<file path="src/rtl/hazard_stall_ctrl_pkg.sv">
// Shared pipeline definitions for the stall/flush controller: state
// encoding, the bubble-count width and the register-match helper.
package hazard_stall_ctrl_pkg;

  localparam int         BUB_W    = 2;
  localparam logic [4:0] REG_ZERO = 5'd0;

  typedef enum logic [1:0] {
    ST_RUN    = 2'd0,
    ST_STALL  = 2'd1,
    ST_FREEZE = 2'd2
  } stateT;

  // A destination register hits the ID instruction's sources; r0 never does.
  function automatic logic regMatch(input logic [4:0] r,
                                    input logic [4:0] rs,
                                    input logic [4:0] rt,
                                    input logic       useRt);
    return (r != REG_ZERO) && ((r == rs) || (useRt && (r == rt)));
  endfunction

endpackage

</file>
<file path="src/rtl/hazard_stall_ctrl_if.sv">
// Bundle of hazard-relevant pipeline fields (into the controller) and the
// pipeline-register control pins (out of the controller).
interface hazard_stall_ctrl_if #(parameter int CNT_W = 16);

  logic [4:0]       IF_ID_RegRs;
  logic [4:0]       IF_ID_RegRt;
  logic             IF_ID_UseRt;
  logic             ID_Branch;
  logic             BranchTaken;
  logic             ID_EX_MemRead;
  logic             ID_EX_RegWr;
  logic [4:0]       ID_EX_RegRd;
  logic             EX_MEM_MemRead;
  logic [4:0]       EX_MEM_RegRd;
  logic             DMem_Busy;
  logic             PC_Wr;
  logic             IF_ID_Wr;
  logic             IF_ID_Flush;
  logic             ID_EX_Flush;
  logic             Pipe_Freeze;
  logic [CNT_W-1:0] Bubble_Cnt;

  modport master (
    output IF_ID_RegRs, IF_ID_RegRt, IF_ID_UseRt, ID_Branch, BranchTaken,
           ID_EX_MemRead, ID_EX_RegWr, ID_EX_RegRd, EX_MEM_MemRead,
           EX_MEM_RegRd, DMem_Busy,
    input  PC_Wr, IF_ID_Wr, IF_ID_Flush, ID_EX_Flush, Pipe_Freeze, Bubble_Cnt
  );

  modport slave (
    input  IF_ID_RegRs, IF_ID_RegRt, IF_ID_UseRt, ID_Branch, BranchTaken,
           ID_EX_MemRead, ID_EX_RegWr, ID_EX_RegRd, EX_MEM_MemRead,
           EX_MEM_RegRd, DMem_Busy,
    output PC_Wr, IF_ID_Wr, IF_ID_Flush, ID_EX_Flush, Pipe_Freeze, Bubble_Cnt
  );

endinterface

</file>
<file path="src/rtl/hazard_stall_ctrl_hazard_detect.sv">
// Combinational count of bubbles needed for RAW hazards that forwarding
// cannot resolve in time; the first matching rule wins.
module hazard_detect
  import hazard_stall_ctrl_pkg::*;
(
  input  logic [4:0]       ifIdRs,
  input  logic [4:0]       ifIdRt,
  input  logic             ifIdUseRt,
  input  logic             idBranch,
  input  logic             idExMemRead,
  input  logic             idExRegWr,
  input  logic [4:0]       idExRd,
  input  logic             exMemMemRead,
  input  logic [4:0]       exMemRd,
  output logic [BUB_W-1:0] bubbles
);

  logic exHit;
  logic memHit;

  assign exHit  = regMatch(idExRd,  ifIdRs, ifIdRt, ifIdUseRt);
  assign memHit = regMatch(exMemRd, ifIdRs, ifIdRt, ifIdUseRt);

  // Prioritised rule table: load feeding a branch needs the longest wait.
  always_comb begin
    bubbles = '0;
    if (idExMemRead && idBranch && exHit)
      bubbles = 2'd2;
    else if (idExMemRead && exHit)
      bubbles = 2'd1;
    else if (idBranch && idExRegWr && exHit)
      bubbles = 2'd1;
    else if (idBranch && exMemMemRead && memHit)
      bubbles = 2'd1;
  end

endmodule

</file>
<file path="src/rtl/hazard_stall_ctrl.sv">
// Stall/flush controller: inserts counted bubbles for unforwardable hazards,
// flushes IF/ID on taken branches and freezes the pipe on data-memory wait.
module hazard_stall_ctrl
  import hazard_stall_ctrl_pkg::*;
#(
  parameter int CNT_W = 16
) (
  input  logic               clk,
  input  logic               rst_n,
  hazard_stall_ctrl_if.slave bus
);

  stateT             state, stateNext;
  stateT             retState, retStateNext;
  stateT             effState;
  logic [BUB_W-1:0]  rem, remNext;
  logic [BUB_W-1:0]  bubbles;
  logic [CNT_W-1:0]  bubbleCnt;
  logic              runHazard;
  logic              bubble;

  hazard_detect uDetect (
    .ifIdRs       (bus.IF_ID_RegRs),
    .ifIdRt       (bus.IF_ID_RegRt),
    .ifIdUseRt    (bus.IF_ID_UseRt),
    .idBranch     (bus.ID_Branch),
    .idExMemRead  (bus.ID_EX_MemRead),
    .idExRegWr    (bus.ID_EX_RegWr),
    .idExRd       (bus.ID_EX_RegRd),
    .exMemMemRead (bus.EX_MEM_MemRead),
    .exMemRd      (bus.EX_MEM_RegRd),
    .bubbles      (bubbles)
  );

  // Leaving FREEZE acts as the saved state in that same cycle.
  assign effState  = (state == ST_FREEZE) ? retState : state;
  assign runHazard = (effState == ST_RUN) && (bubbles != '0);
  assign bubble    = rst_n && !bus.DMem_Busy &&
                     ((effState == ST_STALL) || runHazard);

  // State, remaining bubbles and the saturating bubble counter.
  always_ff @(posedge clk or negedge rst_n) begin
    if (!rst_n) begin
      state     <= ST_RUN;
      retState  <= ST_RUN;
      rem       <= '0;
      bubbleCnt <= '0;
    end else begin
      state    <= stateNext;
      retState <= retStateNext;
      rem      <= remNext;
      if (bubble && (bubbleCnt != '1))
        bubbleCnt <= bubbleCnt + CNT_W'(1);
    end
  end

  // Next-state: busy memory parks everything, otherwise run the bubble count.
  always_comb begin
    stateNext    = state;
    retStateNext = retState;
    remNext      = rem;
    if (bus.DMem_Busy) begin
      if (state != ST_FREEZE)
        retStateNext = state;
      stateNext = ST_FREEZE;
    end else begin
      case (effState)
        ST_RUN: begin
          stateNext = ST_RUN;
          if (bubbles != '0) begin
            remNext = bubbles - 2'd1;
            if ((bubbles - 2'd1) != 2'd0)
              stateNext = ST_STALL;
          end
        end
        ST_STALL: begin
          remNext   = rem - 2'd1;
          stateNext = (rem == 2'd1) ? ST_RUN : ST_STALL;
        end
        default: stateNext = ST_RUN;
      endcase
    end
  end

  // Pipeline-register control decode, reset first, then freeze, then bubble.
  always_comb begin
    bus.PC_Wr       = 1'b1;
    bus.IF_ID_Wr    = 1'b1;
    bus.IF_ID_Flush = 1'b0;
    bus.ID_EX_Flush = 1'b0;
    bus.Pipe_Freeze = 1'b0;
    if (!rst_n) begin
      bus.PC_Wr       = 1'b0;
      bus.IF_ID_Wr    = 1'b0;
      bus.IF_ID_Flush = 1'b1;
      bus.ID_EX_Flush = 1'b1;
    end else if (bus.DMem_Busy) begin
      bus.PC_Wr       = 1'b0;
      bus.IF_ID_Wr    = 1'b0;
      bus.Pipe_Freeze = 1'b1;
    end else if (bubble) begin
      bus.PC_Wr       = 1'b0;
      bus.IF_ID_Wr    = 1'b0;
      bus.ID_EX_Flush = 1'b1;
    end else begin
      bus.IF_ID_Flush = bus.BranchTaken;
    end
  end

  assign bus.Bubble_Cnt = bubbleCnt;

endmodule

</file>
<file path="src/flat_wrapper.sv">
// flat-port wrapper written by rule: the top's interface ports become plain ports
module hazard_stall_ctrl_flat import hazard_stall_ctrl_pkg::*;
#(
  parameter int CNT_W = 16
)
  (clk, rst_n, bus_IF_ID_RegRs, bus_IF_ID_RegRt, bus_IF_ID_UseRt, bus_ID_Branch, bus_BranchTaken, bus_ID_EX_MemRead, bus_ID_EX_RegWr, bus_ID_EX_RegRd, bus_EX_MEM_MemRead, bus_EX_MEM_RegRd, bus_DMem_Busy, bus_PC_Wr, bus_IF_ID_Wr, bus_IF_ID_Flush, bus_ID_EX_Flush, bus_Pipe_Freeze, bus_Bubble_Cnt);
  hazard_stall_ctrl_if #(.CNT_W(CNT_W)) bus_i ();
  input  logic clk;
  input  logic rst_n;
  input wire logic [$bits(bus_i.IF_ID_RegRs)-1:0] bus_IF_ID_RegRs;
  input wire logic [$bits(bus_i.IF_ID_RegRt)-1:0] bus_IF_ID_RegRt;
  input wire logic [$bits(bus_i.IF_ID_UseRt)-1:0] bus_IF_ID_UseRt;
  input wire logic [$bits(bus_i.ID_Branch)-1:0] bus_ID_Branch;
  input wire logic [$bits(bus_i.BranchTaken)-1:0] bus_BranchTaken;
  input wire logic [$bits(bus_i.ID_EX_MemRead)-1:0] bus_ID_EX_MemRead;
  input wire logic [$bits(bus_i.ID_EX_RegWr)-1:0] bus_ID_EX_RegWr;
  input wire logic [$bits(bus_i.ID_EX_RegRd)-1:0] bus_ID_EX_RegRd;
  input wire logic [$bits(bus_i.EX_MEM_MemRead)-1:0] bus_EX_MEM_MemRead;
  input wire logic [$bits(bus_i.EX_MEM_RegRd)-1:0] bus_EX_MEM_RegRd;
  input wire logic [$bits(bus_i.DMem_Busy)-1:0] bus_DMem_Busy;
  output wire logic [$bits(bus_i.PC_Wr)-1:0] bus_PC_Wr;
  output wire logic [$bits(bus_i.IF_ID_Wr)-1:0] bus_IF_ID_Wr;
  output wire logic [$bits(bus_i.IF_ID_Flush)-1:0] bus_IF_ID_Flush;
  output wire logic [$bits(bus_i.ID_EX_Flush)-1:0] bus_ID_EX_Flush;
  output wire logic [$bits(bus_i.Pipe_Freeze)-1:0] bus_Pipe_Freeze;
  output wire logic [$bits(bus_i.Bubble_Cnt)-1:0] bus_Bubble_Cnt;
  assign bus_i.IF_ID_RegRs = bus_IF_ID_RegRs;
  assign bus_i.IF_ID_RegRt = bus_IF_ID_RegRt;
  assign bus_i.IF_ID_UseRt = bus_IF_ID_UseRt;
  assign bus_i.ID_Branch = bus_ID_Branch;
  assign bus_i.BranchTaken = bus_BranchTaken;
  assign bus_i.ID_EX_MemRead = bus_ID_EX_MemRead;
  assign bus_i.ID_EX_RegWr = bus_ID_EX_RegWr;
  assign bus_i.ID_EX_RegRd = bus_ID_EX_RegRd;
  assign bus_i.EX_MEM_MemRead = bus_EX_MEM_MemRead;
  assign bus_i.EX_MEM_RegRd = bus_EX_MEM_RegRd;
  assign bus_i.DMem_Busy = bus_DMem_Busy;
  assign bus_PC_Wr = bus_i.PC_Wr;
  assign bus_IF_ID_Wr = bus_i.IF_ID_Wr;
  assign bus_IF_ID_Flush = bus_i.IF_ID_Flush;
  assign bus_ID_EX_Flush = bus_i.ID_EX_Flush;
  assign bus_Pipe_Freeze = bus_i.Pipe_Freeze;
  assign bus_Bubble_Cnt = bus_i.Bubble_Cnt;
  hazard_stall_ctrl #(.CNT_W(CNT_W)) u_core (.clk(clk), .rst_n(rst_n), .bus(bus_i));
endmodule
</file>
<file path="config.mk">
export PLATFORM = sky130hd
export DESIGN_NAME = hazard_stall_ctrl_flat
export DESIGN_NICKNAME = d
export VERILOG_FILES = /design/src/rtl/hazard_stall_ctrl_pkg.sv /design/src/rtl/hazard_stall_ctrl_if.sv /design/src/rtl/hazard_stall_ctrl_hazard_detect.sv /design/src/rtl/hazard_stall_ctrl.sv /design/src/flat_wrapper.sv
export SDC_FILE = /design/constraint.sdc
export NUM_CORES = 1
export LEC_CHECK = 0
export CORE_ASPECT_RATIO = 1.4
export CORE_MARGIN = 1
export CORE_UTILIZATION = 44
export DETAILED_ROUTE_END_ITERATION = 7
export GPL_ROUTABILITY_DRIVEN = 1
export PLACE_DENSITY = 0.79
export SLEW_MARGIN = 0
export SYNTH_ARGS = -nofsm -noshare
export SYNTH_HDL_FRONTEND = slang
export SYNTH_SLANG_ARGS = --single-unit
</file>
<file path="constraint.sdc">
create_clock -name clk -period 2.1 [get_ports clk]
set_input_delay 0.21 -clock clk [delete_from_list [all_inputs] [get_ports clk]]
set_output_delay 0.21 -clock clk [all_outputs]
set_load 0.02 [all_outputs]
</file>
* Word-level counts from Yosys, hierarchy flattened
Cells that the tools add are included.
Word-level totals: register bits after elaboration 22, input bits 29, logic and storage cells 68
Operators by class: $add $sub $neg 3, equal/unequal tests 10, muxes and demuxes 23, bitwise logic cells 1, reductions and logical operators 27
Operator list (count):
- $eq 5x5->1 | 4
- $add 16x1->16 const B | 1
- $mux 1 | 16
- $ne 16x16->1 const B | 1
- $logic_and 1x1->1 | 15
- $mux 2 | 5
- $reduce_bool 5->1 | 2
- $pmux 2 s2 | 2
- $reduce_bool 2->1 | 3
- $eq 2x1->1 const B | 2
- $ne 2x2->1 const B | 2
- $sub 2x1->2 const B | 2
- $logic_or 1x1->1 | 3
- $reduce_and 3->1 | 1
- $eq 2x2->1 const B | 1
- $logic_not 2->1 | 1
- $reduce_and 2->1 | 1
- $logic_not 1->1 | 1
- $not 1->1 | 1

* Logic depth before layout (Yosys ltp)
depth after elaboration 16, mapped depth 9

* Modules after synthesis
A second synthesis with hierarchy kept.
Second synthesis, totals: cells, all modules 152, area total of the unflattened synthesis 1542.7 um^2
Modules (own cells, without submodules):
- hazard_stall_ctrl | instances 1, cells an instance 112, area each 1256.2 um^2
- hazard_detect | instances 1, cells an instance 40, area each 286.5 um^2

* Least setup slack after synthesis
No wires, ideal clock.
path type input -> output, start input port bus_EX_MEM_RegRd[1], end output port bus_PC_Wr, data arrival time 2.127 ns, data required time 1.890 ns, setup slack -0.237 ns, stages 7, buffers on the path 1, path through or4_1 o211ai_1 a2bb2oi_2 a21oi_1 nand2b_1 nor2_1 buf_4
On the way: cells in the longest elaborated chain, start to end 16, elaborated cells between the ends (all ways) 18
Ends and longest elaborated chain:
- from (decl) | line flat_wrapper.sv:19 | input wire logic [$bits(bus_i.EX_MEM_RegRd)-1:0] bus_EX_MEM_RegRd;
- $eq 5x5->1 | line hazard_stall_ctrl_pkg.sv:19 | return (r != REG_ZERO) && ((r == rs) || (useRt && (r == rt)));
- $logic_and 1x1->1 | line hazard_stall_ctrl_pkg.sv:19
- $logic_or 1x1->1 | line hazard_stall_ctrl_pkg.sv:19
- $logic_and 1x1->1 (*) | line hazard_stall_ctrl_pkg.sv:19
- $logic_and 1x1->1 (*) | line hazard_stall_ctrl_hazard_detect.sv:33 | else if (idBranch && exMemMemRead && memHit)
- $mux 1 (*) | line hazard_stall_ctrl_hazard_detect.sv:33
- $mux 1 (*) | line hazard_stall_ctrl_hazard_detect.sv:31 | else if (idBranch && idExRegWr && exHit)
- $mux 1 (*) | line hazard_stall_ctrl_hazard_detect.sv:29 | else if (idExMemRead && exHit)
- $mux 2 (*) | line hazard_stall_ctrl_hazard_detect.sv:27 | if (idExMemRead && idBranch && exHit)
- $reduce_bool 2->1 (*) | line hazard_stall_ctrl.sv:37 | assign runHazard = (effState == ST_RUN) && (bubbles != '0);
- $logic_and 1x1->1 (*) | line hazard_stall_ctrl.sv:37
- $logic_or 1x1->1 (*) | line hazard_stall_ctrl.sv:39 | ((effState == ST_STALL) || runHazard);
- $logic_and 1x1->1 (*) | line hazard_stall_ctrl.sv:38 | assign bubble = rst_n && !bus.DMem_Busy &&
- $mux 1 (*) (3 in a row)
- to (decl) | line flat_wrapper.sv:21 | output wire logic [$bits(bus_i.PC_Wr)-1:0] bus_PC_Wr;
Mark *: on every way between the ends. The rest lies on a longest branch, timed or not.

* Worst setup path after layout
start input port bus_IF_ID_RegRt[4], end register u_core.bubbleCnt[1] (netlist: u_core.bus.Bubble_Cnt[1])
On the way: cells in the longest elaborated chain, start to end 14, elaborated cells between the ends (all ways) 21
Ends and longest elaborated chain:
- from (decl) | line flat_wrapper.sv:11 | input wire logic [$bits(bus_i.IF_ID_RegRt)-1:0] bus_IF_ID_RegRt;
- $eq 5x5->1 | line hazard_stall_ctrl_pkg.sv:19
- $logic_and 1x1->1 | line hazard_stall_ctrl_pkg.sv:19
- $logic_or 1x1->1 | line hazard_stall_ctrl_pkg.sv:19
- $logic_and 1x1->1 | line hazard_stall_ctrl_pkg.sv:19
- $logic_and 1x1->1 | line hazard_stall_ctrl_hazard_detect.sv:33
- $mux 1 | line hazard_stall_ctrl_hazard_detect.sv:33
- $mux 1 | line hazard_stall_ctrl_hazard_detect.sv:31
- $mux 1 | line hazard_stall_ctrl_hazard_detect.sv:29
- $mux 2 (*) | line hazard_stall_ctrl_hazard_detect.sv:27
- $reduce_bool 2->1 (*) | line hazard_stall_ctrl.sv:37
- $logic_and 1x1->1 (*) | line hazard_stall_ctrl.sv:37
- $logic_or 1x1->1 (*) | line hazard_stall_ctrl.sv:39
- $logic_and 1x1->1 (*) | line hazard_stall_ctrl.sv:38
- $logic_and 1x1->1 (*) | line hazard_stall_ctrl.sv:52 | if (bubble && (bubbleCnt != '1))
- to (signal assigned) | line hazard_stall_ctrl.sv:53 | bubbleCnt <= bubbleCnt + CNT_W'(1);
- to (decl) | line hazard_stall_ctrl.sv:18 | logic [CNT_W-1:0] bubbleCnt;
Marks and branches as above. A chain may end at the register's enable or synchronous reset.

==> results.md <==
- Number of antenna violations at the first check in global routing: 0
- Reg2reg start: u_core.bus.Bubble_Cnt[7]
- Root cell of the clock tree: sky130_fd_sc_hd__clkbuf_8
- Fraction of synthesis flops using an asynchronous set or reset pin: 100%
- Unrepaired setup endpoints after global routing: false
- Via count of the routed design: 1,349
- Cell Count Post-Placement: 247
- Detailed placement HPWL: 2870 um
- Shortest period the worst path allows: 1.99 ns
- Power per cell area: 607 nW/um^2
- Critical Path, Cell by Cell: dlygate4sd2_1 > xor2_1 > nor4_2 > a32oi_1 > a2bb2oi_2 > buf_4 > a211oi_4 > buf_4 > mux2_2
- Worst reg2reg path endpoint: u_core.bus.Bubble_Cnt[1]
- Crit path largest cell delay: 0.32 ns
- Post-route total power: 1340 uW
- Final count of pins violating max slew: 0
- Maxcap violations: 0
- CTS Buffer Depth: 2
- CTS clock-pin slew for the worst setup and hold paths: 0.08 ns
- Largest clock skew in the final design: 0.00155 ns
- Final weighted congestion in routability-driven placement: 0.787
- Primary flip-flop cell chosen by synthesis mapping: sky130_fd_sc_hd__dfrtp_1
- Cell occurring most often along the worst timing path: sky130_fd_sc_hd__buf_4
- Number of port buffers: 49
- Slowest cell on the critical path: sky130_fd_sc_hd__mux2_2
- Synthesized instance count: 141
- Sum of routed wire length over all layers: 3690 um
- Path depth of the worst reg2reg path: 7
- Aggregate global-route resource usage: 23.9%
- Crit path from: bus_IF_ID_RegRt[4]
- Number of levels in the clock H-tree: 1
- CORE AREA: 2940 um^2
- Yosys top cell by area: sky130_fd_sc_hd__dfrtp_1
- Final routed wire length divided by cell count: 14.6 um
- Max Clock Freq: 0.501 GHz
- Layout cells sized above 1: 24.1%
- Worst hold-check path type: primary input to asynchronous set/reset pin
- Total Die Area: 3380 um^2
- Maximum vdd ir drop: 0.821 mV
- Area growth, synth to finish: 59.6%
- Count of flip-flops with a built-in enable after synthesis: 0
- Count of distinct cell types in the synthesized netlist: 36
- Worst-margin pin slew: 0.405 ns
- Number of hold violations in the final report: 0
- Routed Antenna Nets: 0
- Layout fillers: 223
- Leakage power: 0.00102 uW
- Drt via density: 5.33
- Setup TNS: 0 ns
- Share of synthesized area occupied by flip-flops and latches: 39.7%
- Number of cell rows: 23
- CTS buffer count: 3
- Worst Setup End Kind: flip-flop
- Quantity of hold-fixing buffers added after cts: 0
- Type of the worst setup path: primary input to flip-flop
- First-pass GRT wire length: 6220 um
- Ranking of synthesized cells by area: sky130_fd_sc_hd__dfrtp_1 40%, sky130_fd_sc_hd__xnor2_1 14%, sky130_fd_sc_hd__xor2_1 7.6%
- Number of optimization iterations in the first detailed-route pass: 4
- Required time at the worst-slack endpoint: 2.25 ns
- Initial Utilization: 47.2%
- Worst slew margin relative to its limit: 72.7%
- Number of global-route vias before repair: 1,403
- Largest driver fanout on the critical path: 3
- Crit start category: primary input
- Mapped cell area: 1390 um^2
- #FFs+latches synth: 22
- Clock tree from TritonCTS: yes
- Synth Warn #: 0
- Crit path arrival time: 2.15 ns
- Total setup violations reported at the end of the flow: 0
- Top-level port count: 50
- Synthesized netlist net count: 172
- FF-to-FF setup slack: 0.13 ns
- DR DRC count: 0
- Height of the chip: 68.4 um
- Final layout net count: 248
- Avg Cell Area, Syn: 9.83 um^2
- Utilization after layout: 75.4%
- Initial drt markers: 21
- Period Utilization, post-route: 95.0%
- Horizontal die dimension: 49.4 um
- Run status: complete, no violations
- Pin count of the biggest net entering global routing: 23
- Top-area cell type share of the netlist area: 39.7%
- Top cells by instance count after synthesis: 22 x sky130_fd_sc_hd__dfrtp_1, 22 x sky130_fd_sc_hd__xnor2_1, 12 x sky130_fd_sc_hd__xor2_1
- Number of diodes: 0
- Non-filler instance count after layout: 253
- Later-pin clock latency in the skew report: 0.26 ns
- Number of clock sinks: 22
- Total congestion overflow: 0
## worst max-delay path, delay by kind of cell
kind	cells	cell delay [ns]
AO/OA/AOI/OAI	3	0.62
buffers and inverters	3	0.57
multiplexers	1	0.32
AND/OR/NAND/NOR	1	0.26
XOR/XNOR	1	0.16
## per-layer routing
layer,routed length [um],GRT usage [%]
met1,1580,29.4
met2,1840,43.5
met3,227,4.00
met4,40,6.07
met5,0,0
## cells by family (layout without fill, tap and decap cells)
| family | count (synthesis) | count (layout) | share of synthesized area [%] |
|---|---|---|---|
| compound gates | 24 | 24 | 13.1 |
| buf+inv | 7 | 82 | 2.89 |
| flops | 22 | 22 | 39.7 |
| fa+ha+maj | 2 | 2 | 1.80 |
| xor+xnor | 34 | 34 | 21.5 |
| mux | 2 | 2 | 1.62 |
| simple gates | 50 | 50 | 19.4 |
## layout make-up
type	count	area [um^2]	area share (%)
repair buffers	76	702	31.7
well taps	37	46.3	2.09
multi-input cells	112	835	37.7
clock inverters	1	30.0	1.36
clock buffers	3	41.3	1.87
flip-flops and latches	22	551	24.9
inverters	2	7.51	0.339
## power breakdown
part           internal, uW  switching [uW]  total, uW  leakage (uW)
Sequential              467            29.0        496      0.000300
Clock                   254             140        394     0.0000357
Combinational           224             228        452      0.000683
## what timing repair did
action / 4_1_cts / 5_1_grt
setup endpoints to repair: 20 / 18
buffers inserted: 0 / 2
pin swaps: 11 / 12
resized for setup: 45 / 16
## metrics by stage
stage	hold slack [ns]	instance area, um^2	setup slack [ns]
floorplan	-0.0856	1400	0.00736
global placement	0.477	2100	-0.668
finish	0.320	2210	0.105
global route	0.324	2210	0.0103
detailed placement	0.487	2100	-0.721
CTS	0.324	2190	0.00126
## placed cells by master, fill, tap and decap left out, drive strengths merged, types with 5 or more instances in the layout
master and count:
xor2 12, dlymetal6s2s 7, buf 32, nand3 7
dlygate4sd2 7, clkdlybuf4s50 25, nor2 7, a21oi 8
dfrtp 22, and3 6, nand4 10, clkbuf 6
xnor2 22, o21ai 5, nand2 10
## how the worst max path moves through the flow
stage	endpoint	slack [ns]	cells after the start
after floorplan	bus_PC_Wr	0.007	7
after global placement	bus_IF_ID_Wr	-0.67	8
after detailed placement	bus_PC_Wr	-0.72	8
after CTS	bus_PC_Wr	0.001	8
after global routing	u_core.bus.Bubble_Cnt[6]	0.01	8
final	u_core.bus.Bubble_Cnt[1]	0.11	9
## sequential cells by signal, summed over array words and instances (netlist names)
name,flops
u_core.state,2
u_core.retState,2
u_core.bus.Bubble_Cnt,16
u_core.rem,2
Power figures use the tool's default switching activity.
